**config.mk**
```make
export PLATFORM = sky130hd
export DESIGN_NAME = centisecond_to_hms
export DESIGN_NICKNAME = d
export VERILOG_FILES = /design/src/rtl/centisecond_to_hms.sv
export SDC_FILE = /design/constraint.sdc
export NUM_CORES = 1
export LEC_CHECK = 0
export ABC_CLOCK_PERIOD_IN_PS = 8070
export CAP_MARGIN = 20
export CORE_AREA = 4 4 122 124
export CTS_CLUSTER_DIAMETER = 60
export DETAILED_ROUTE_END_ITERATION = 10
export DIE_AREA = 0 0 126 128
export PLACE_DENSITY_LB_ADDON = 0.2
export SYNTH_ARGS = -nofsm -noshare
export SYNTH_HDL_FRONTEND = slang
export SYNTH_SLANG_ARGS = --single-unit
export TNS_END_PERCENT = 100
```
**constraint.sdc**
```tcl
create_clock -name clockSignal -period 8.07 [get_ports clockSignal]
set_input_delay 1.2105 -clock clockSignal [delete_from_list [all_inputs] [get_ports clockSignal]]
set_output_delay 1.2105 -clock clockSignal [all_outputs]
set_load 0.01 [all_outputs]
```
**src/rtl/centisecond_to_hms.sv**
```systemverilog
// Converts a 24-bit count of 10 ms ticks into hours/minutes/seconds/hundredths
// fields using an iterative shift-subtract divider (17 steps per conversion).
module centisecond_to_hms (
    input  logic        clockSignal,
    input  logic        resetN,
    input  logic        start,
    input  logic [23:0] tickCount,
    output logic        busy,
    output logic        done,
    output logic [4:0]  hoursOut,
    output logic [5:0]  minutesOut,
    output logic [5:0]  secondsOut,
    output logic [6:0]  centisecondsOut,
    output logic        overRange
);

    localparam int unsigned CNT_W  = 24;
    localparam int unsigned HRS_W  = 5;
    localparam int unsigned MIN_W  = 6;
    localparam int unsigned SEC_W  = 6;
    localparam int unsigned CS_W   = 7;
    localparam int unsigned IDX_W  = 3;

    localparam logic [CNT_W-1:0] MAX_COUNT   = CNT_W'(8639999);
    localparam logic [CNT_W-1:0] DIV_HOURS   = CNT_W'(360000);
    localparam logic [CNT_W-1:0] DIV_MINUTES = CNT_W'(6000);
    localparam logic [CNT_W-1:0] DIV_SECONDS = CNT_W'(100);

    localparam logic [IDX_W-1:0] HOURS_TOP = IDX_W'(4);
    localparam logic [IDX_W-1:0] SUB_TOP   = IDX_W'(5);

    typedef enum logic [1:0] {
        IDLE    = 2'd0,
        HOURS   = 2'd1,
        MINUTES = 2'd2,
        SECONDS = 2'd3
    } state_t;

    state_t state;
    state_t state_next;

    logic [CNT_W-1:0] rem;
    logic             ovr;
    logic [HRS_W-1:0] hrs_q;
    logic [MIN_W-1:0] min_q;
    logic [SEC_W-1:0] sec_q;
    logic [IDX_W-1:0] bit_idx;

    logic             accept_c;
    logic             last_bit_c;
    logic             finish_c;
    logic             take_c;
    logic [CNT_W-1:0] divisor_c;
    logic [CNT_W-1:0] shifted_c;
    logic [CNT_W-1:0] rem_step_c;
    logic [SEC_W-1:0] qmask_c;
    logic [CNT_W-1:0] clamped_c;
    logic             ovr_in_c;

    // State register
    always_ff @(posedge clockSignal or negedge resetN) begin
        if (!resetN) begin
            state <= IDLE;
        end else begin
            state <= state_next;
        end
    end

    // Next-state logic
    always_comb begin
        state_next = state;
        unique case (state)
            IDLE:    if (start)      state_next = HOURS;
            HOURS:   if (last_bit_c) state_next = MINUTES;
            MINUTES: if (last_bit_c) state_next = SECONDS;
            SECONDS: if (last_bit_c) state_next = IDLE;
            default:                 state_next = IDLE;
        endcase
    end

    // FSM decode and one divider step
    always_comb begin
        accept_c   = 1'b0;
        divisor_c  = DIV_SECONDS;
        last_bit_c = (bit_idx == IDX_W'(0));
        finish_c   = 1'b0;
        unique case (state)
            IDLE:    accept_c  = start;
            HOURS:   divisor_c = DIV_HOURS;
            MINUTES: divisor_c = DIV_MINUTES;
            SECONDS: begin
                divisor_c = DIV_SECONDS;
                finish_c  = last_bit_c;
            end
            default: accept_c = 1'b0;
        endcase
        // Largest shifted divisor (360000<<4) still fits the 24-bit remainder
        shifted_c  = divisor_c << bit_idx;
        take_c     = (rem >= shifted_c);
        rem_step_c = take_c ? (rem - shifted_c) : rem;
        qmask_c    = take_c ? (SEC_W'(1) << bit_idx) : SEC_W'(0);
        ovr_in_c   = (tickCount > MAX_COUNT);
        clamped_c  = ovr_in_c ? MAX_COUNT : tickCount;
    end

    // Divider datapath and registered result outputs
    always_ff @(posedge clockSignal or negedge resetN) begin
        if (!resetN) begin
            rem             <= '0;
            ovr             <= 1'b0;
            hrs_q           <= '0;
            min_q           <= '0;
            sec_q           <= '0;
            bit_idx         <= '0;
            busy            <= 1'b0;
            done            <= 1'b0;
            hoursOut        <= '0;
            minutesOut      <= '0;
            secondsOut      <= '0;
            centisecondsOut <= '0;
            overRange       <= 1'b0;
        end else begin
            done <= finish_c;
            if (accept_c) begin
                rem     <= clamped_c;
                ovr     <= ovr_in_c;
                hrs_q   <= '0;
                min_q   <= '0;
                sec_q   <= '0;
                bit_idx <= HOURS_TOP;
                busy    <= 1'b1;
            end else if (state != IDLE) begin
                rem <= rem_step_c;
                unique case (state)
                    HOURS:   hrs_q <= hrs_q | HRS_W'(qmask_c);
                    MINUTES: min_q <= min_q | qmask_c;
                    SECONDS: sec_q <= sec_q | qmask_c;
                    default: sec_q <= sec_q;
                endcase
                if (finish_c) begin
                    bit_idx <= '0;
                end else if (last_bit_c) begin
                    bit_idx <= SUB_TOP;
                end else begin
                    bit_idx <= bit_idx - IDX_W'(1);
                end
            end
            // Final SECONDS step: its quotient bit and remainder are folded in directly
            if (finish_c) begin
                busy            <= 1'b0;
                hoursOut        <= hrs_q;
                minutesOut      <= min_q;
                secondsOut      <= sec_q | qmask_c;
                centisecondsOut <= rem_step_c[CS_W-1:0];
                overRange       <= ovr;
            end
        end
    end

endmodule

```
==> run metrics <==
grt met2 use 0.2695; Least-Margin Pin Slew 0.9910 ns; max_slew headroom 0.3394; Nets 633; global-route wire length before repair 21,760 µm; reg2reg setup slack 3.83 ns; number of synthesized flops with an enable pin 0; Reg2Reg Depth 15; worst path cell trace inv_1, ha_1, inv_1, nand2_1, a21oi_1, o32a_1, ha_1, a21oi_2, nor3b_1, o31a_1, o211ai_2, a41oi_1, mux2_1, a32oi_1, a21oi_1; Clk pin slew, worst setup/hold paths about 0.060 ns; vias per cell 5.544; io pins between 50 and 60; Synth Register Bits 74; CTS Buf Count 9; CORE AREA 13,770 µm²; 1st-iter DRT viols 276; gr usage total 0.1676; Distinct cells, synth 65; fin. max-slew vios 0; unrepaired setup endpoints after global routing no; final setup violation count 0; commonest non-fill, non-tap cell in the layout dfrtp_1; Post-Route WL ~13,000 µm; die area between 15,000 and 20,000 µm²; Inserted Diodes 0; Final Critical Period between 4 and 5 ns; asr flop ratio synth 1.000; TritonCTS clock tree built; critical path launch point type flop; overall die width 126 µm; slowest CP cell ha_1; required time of the critical path 8.25 ns; Worst Path Buf+Inv 2; Crit path largest cell delay between 0.5 and 0.6 ns; leading cell types in the layout, fill and taps excluded 74 x dfrtp_1, 64 x nand2_1, 55 x a21oi_1; Final ANT Viol Nets 0; Hold Path Sink secondsOut[1]; H-Tree Depth 3; met3 GRT Util 0.02708; Worst Hold Depth 2; vias 4,219; largest net degree at the start of global routing 75; final hold viol count 0; vias in the first global route 4,118; fmax 0.2361 GHz; syn nets 600; Reg2Reg Launch Point state[0]; router iterations before antenna repair 5; clk buf depth 2; GRT busiest layer met2; Overflow after GRT 0; total negative slack 0 ns; Hold Startpoint secondsOut[1]; insertion delay to the later sink of the worst-skew pair 0.34 ns; CTS root buf clkbuf_16; Placer Congestion 0.9026; Synth Cell Area 4780 µm²; final cell count without fillers 761; WP data arrival 4.42 ns; Post CTS Setup Buffer Count 0; global routing met1 resource utilization 0.2280; Crit Path Class reg -> reg; RR Endpoint rem[22]; CTS sink cnt 74; Crit path max-delay family compound AO/OA/AOI/OAI gates; cts hold-fix bufs 0; placed cells roughly 740; worst-path maximum fanout 14; Cell Rows 43; DRC 0; post-synthesis sequential area ratio 0.3874; main flop type after synthesis dfrtp_1; Mapped Avg Cell Area 8.802 µm²; placed wire-length estimate 9712 µm; utilization after layout 0.4160; IO buf count 53; routed length per instance 17.54 µm; Post-Route Skew a little under 0.006 ns; synth-to-layout area growth 19.87%; cell count after synthesis 543; Initial Utilization 0.3470; Synth warnings 0; status finished, final reports clean; Tcrit/Tclk final 0.5249; initial antenna violation count 0; share of layout cells above drive strength 1 0.07745; worst hold path class reg -> reg; CP endpoint kind flop; Die Ht 128 µm; Post-CTS Resized 0; max-cap violation count 0
## area by class of cell
type,count,area (µm²)
fillers,1408,8044
well taps,180,225.2
repair buffers,55,563.0
flip-flops and latches,74,1852
clock buffers,12,246.5
inverters,13,48.80
clock inverters,4,51.30
multi-input cells,423,2743
## Yosys cell counts, types with 9 or more instances
cell type	instances	share of area
a21oi_1	55	0.058
ha_1	30	0.079
a22oi_1	9	0.014
dfrtp_1	74	0.39
clkbuf_1	26	0.020
o21ai_0	52	0.054
inv_1	12	0.0094
a21o_1	10	0.016
nand2_1	64	0.050
mux2_2	16	0.038
a32o_1	10	0.021
xnor2_1	13	0.024
nor2_1	54	0.042
## logic make-up after synthesis
kind of cell,after synthesis,synth area share
AO/OA/AOI/OAI,197,0.2702
AND/OR/NAND/NOR,157,0.1442
flip-flops,74,0.3874
buffers and inverters,46,0.03874
adder cells (fa/ha/maj),30,0.07853
XOR/XNOR,20,0.03665
multiplexers,19,0.04424
## layer usage
metal	vias up	routed length (µm)
met4	0	266
met1	2035	6389
met2	109	6131
met5	-	0
met3	18	559
li1	2057	-
## sequential cells by signal, indices dropped and copies added, names as in the netlist
signal and flops:
rem 24, centisecondsOut 7, min_q 6, minutesOut 6
sec_q 6, secondsOut 6, hoursOut 5, hrs_q 5
bit_idx 3, state 2, busy 1, done 1
overRange 1, ovr 1
## worst max-delay path by stage
| stage | startpoint | endpoint | slack (ns) | cells past startpoint |
|---|---|---|---|---|
| final | state[0] | rem[22] | 3.83 | 15 |
| after CTS | state[0] | rem[22] | 3.86 | 15 |
| after global placement | state[0] | rem[22] | 3.91 | 15 |
| after global routing | bit_idx[2] | rem[11] | 3.48 | 13 |
| after detailed placement | state[0] | rem[23] | 3.87 | 15 |
| after floorplan | state[0] | rem[22] | 4.60 | 17 |
## metrics by stage
step	hold slack [ns]	area, µm²	setup WS, ns
2_1_floorplan	0.4444	4780	4.597
3_3_place_gp	0.4654	5404	3.914
3_5_place_dp	0.4769	5404	3.871
4_1_cts	0.4899	5702	3.855
5_1_grt	0.5079	5729	3.484
6_report	0.4814	5729	3.834
## worst reg2reg max path, cell delays in order, from the launching register on
cell and delay [ns]:
dfrtp_1 0.42, inv_1 0.14, ha_1 0.56, inv_1 0.27, nand2_1 0.11, a21oi_1 0.07, o32a_1 0.38, ha_1 0.34
a21oi_2 0.27, nor3b_1 0.25, o31a_1 0.26, o211ai_2 0.15, a41oi_1 0.25, mux2_1 0.34, a32oi_1 0.18, a21oi_1 0.08
Power is not shown: default switching activity piles up to over one toggle a cycle in this logic, so the estimate is an artifact.
==> variant, RTL diff (config.mk and constraints unchanged) <==
Reset style: synchronous (`resetN`), changed in 2 clocked blocks.
--- a/src/rtl/centisecond_to_hms.sv
+++ b/src/rtl/centisecond_to_hms.sv
@@ -58,7 +58,7 @@
     logic             ovr_in_c;
 
     // State register
-    always_ff @(posedge clockSignal or negedge resetN) begin
+    always_ff @(posedge clockSignal) begin
         if (!resetN) begin
             state <= IDLE;
         end else begin
@@ -104,7 +104,7 @@
     end
 
     // Divider datapath and registered result outputs
-    always_ff @(posedge clockSignal or negedge resetN) begin
+    always_ff @(posedge clockSignal) begin
         if (!resetN) begin
             rem             <= '0;
             ovr             <= 1'b0;
Formal check against the unedited RTL: differs if resetN is asserted again (counterexample within 4 cycles, from zero or initial values and one cycle with resetN low); with resetN held inactive, the same outputs for 10 cycles.
==> variant against the original RTL <==
  * Design area shrank 2.6%
  * Utilization decreased by 1.1 points
  * Routed wire length shrank 1.8%
  * Hold slack worse by 0.026 ns
  * Critical endpoint is now rem[17]
  * Synthesized area shrank 2.1%
  * Worst setup slack worse by 0.52 ns
  * Sequential cell count did not move
  * Critical path depth decreased by 2
==> variant: results (changes against the original RTL) <==
netlist-cell-type-count: 69  # +6.2%
synth.avg_cell_area_um2: 7.74  # -12%
rrSetupSlack_ns: 3.32  # -0.52 ns
r2r_end: "rem[17]"
critPathMaxFanout: 27  # +13
fin_cells: 815  # +7.1%
async_reset_ff_share_pct: 0  # -100 points
synth_flop_cell: "dfxtp_1"
status: "completed"
yosysSeqAreaShare_pct: 31.7  # -7.1 points
synth_nets: 661  # +10%
synthTopCellsByCount: "nand2_1, dfxtp_1, a21oi_1"
hp-start: "centisecondsOut[2]"
grt_usage_pct: 16.1  # -0.67 points
met1_usage_pct: 21.6  # -1.2 points
place_congestion: 0.942  # +4.3%
multiInputGateArea_um2: 2970  # +8.2%
met2_length_um: 6130  # about the same
htree_num_levels: 3  # unchanged
cts_root_buf: "clkbuf_16"
r2r_start: "bit_idx[2]"
skew_ns: 0.00781  # +0.00187 ns
n_antenna_cell: 0  # unchanged
routed-wl-met3_um: 606  # +8.4%
grt_max_degree: 59  # -21%
tightestPinTransition_ns: 0.956  # -0.0354 ns
wl_per_cell_um: 16.1  # -8.3%
dp_hpwl_um: 9410  # -3.1%
vias_per_cell: 5.48  # -1.1%
dp.cells: 799  # +7.4%
grt_pass1_vias: 4143  # +0.61%
place_worst_setup_slack_ns: 3.41  # -0.464 ns
cp_slowest_cell: "dfxtp_1"
hold_slack_ns: 0.455  # -0.0261 ns
dr.pass1.iters: 4  # -1
path_clk_slew_ns: 0.07
hold_end: "centisecondsOut[2]"
fill_cells: 1419  # +0.78%
nets: 687  # +8.5%
netlist_top_cells_area: "dfxtp_1, ha_1, a21oi_1"
hold_path.class: "reg2reg"
arrival_ns: 4.97  # +0.55 ns
numCtsBuffers: 9  # unchanged
max_freq_ghz: 0.210  # -11%
cp_slowest_stage_delay_ns: 0.95  # +0.39 ns
drt_iter0_drc: 307  # +11%
grt_pass1_wl_um: 21200  # -2.4%
grt.met2_usage_pct: 26.1  # -0.81 points
grtUsageMet3_pct: 3.08  # +0.38 points
placed_cell_area_um2: 5270  # -2.4%
wl_met1_um: 6150  # -3.7%
synth_edf_count: 0  # unchanged
power_leakage_uw: 0.00205
clk-insertion-delay-late_ns: 0.34  # about the same
ff2ff_path_depth: 13  # -2
drive_gt1_share_pct: 5.20  # -2.5 points
## variant: cell types whose count changed after synthesis, sizes merged, moves of 5 or more
cell	change
dfrtp	-74
dfxtp	+74
o21ai	+21
a21oi	+17
mux2	-17
nand2	+17
a21boi	+15
a32o	-10
nor2b	+7
buf	+6
inv	-6
o21a	-5
o22ai	-5
## variant: worst max path at each step
stage,startpoint,to
floorplan,state[0],rem[5]
global placement,bit_idx[2],rem[22]
detailed placement,bit_idx[2],rem[17]
CTS,bit_idx[2],rem[17]
global route,bit_idx[2],rem[22]
finish,bit_idx[2],rem[17]
## variant: power groups by stage
stage	logic (µW)	registers (µW)	clock network [µW]
after floorplan	1440	477	0
after global placement	1710	515	0
after detailed placement	1730	516	0
after CTS	1740	509	429
after global routing	1940	521	443
final	1750	511	419
## variant: worst min-delay path, delay by kind of cell, from the launching register on
| family | cells | cell delay, ns |
|---|---|---|
| AND/OR/NAND/NOR | 1 | 0.05 |
| AO/OA/AOI/OAI | 1 | 0.05 |
| flip-flops | 1 | 0.31 |
## variant: final cells by class
type	instances	area share, %
Inverter	9	0.605
Multi-Input combinational cell	481	53.2
Clock inverter	7	1.48
Sequential cell	74	26.5
Clock buffer	9	4.04
Tap cell	180	4.04
Timing Repair Buffer	55	10.1
## variant: logic make-up (layout without fill, tap and decap cells)
| family | after synthesis | after routing | synth area share [%] |
|---|---|---|---|
| muxes | 4 | 4 | 0.856 |
| buffers and inverters | 49 | 80 | 4.90 |
| DFF | 74 | 74 | 31.7 |
| xor gates and xnor gates | 16 | 16 | 3.00 |
| and+or+nand+nor | 197 | 197 | 19.5 |
| AOI/OAI and AO/OA | 234 | 234 | 32.0 |
| adders and majority gates | 30 | 30 | 8.03 |
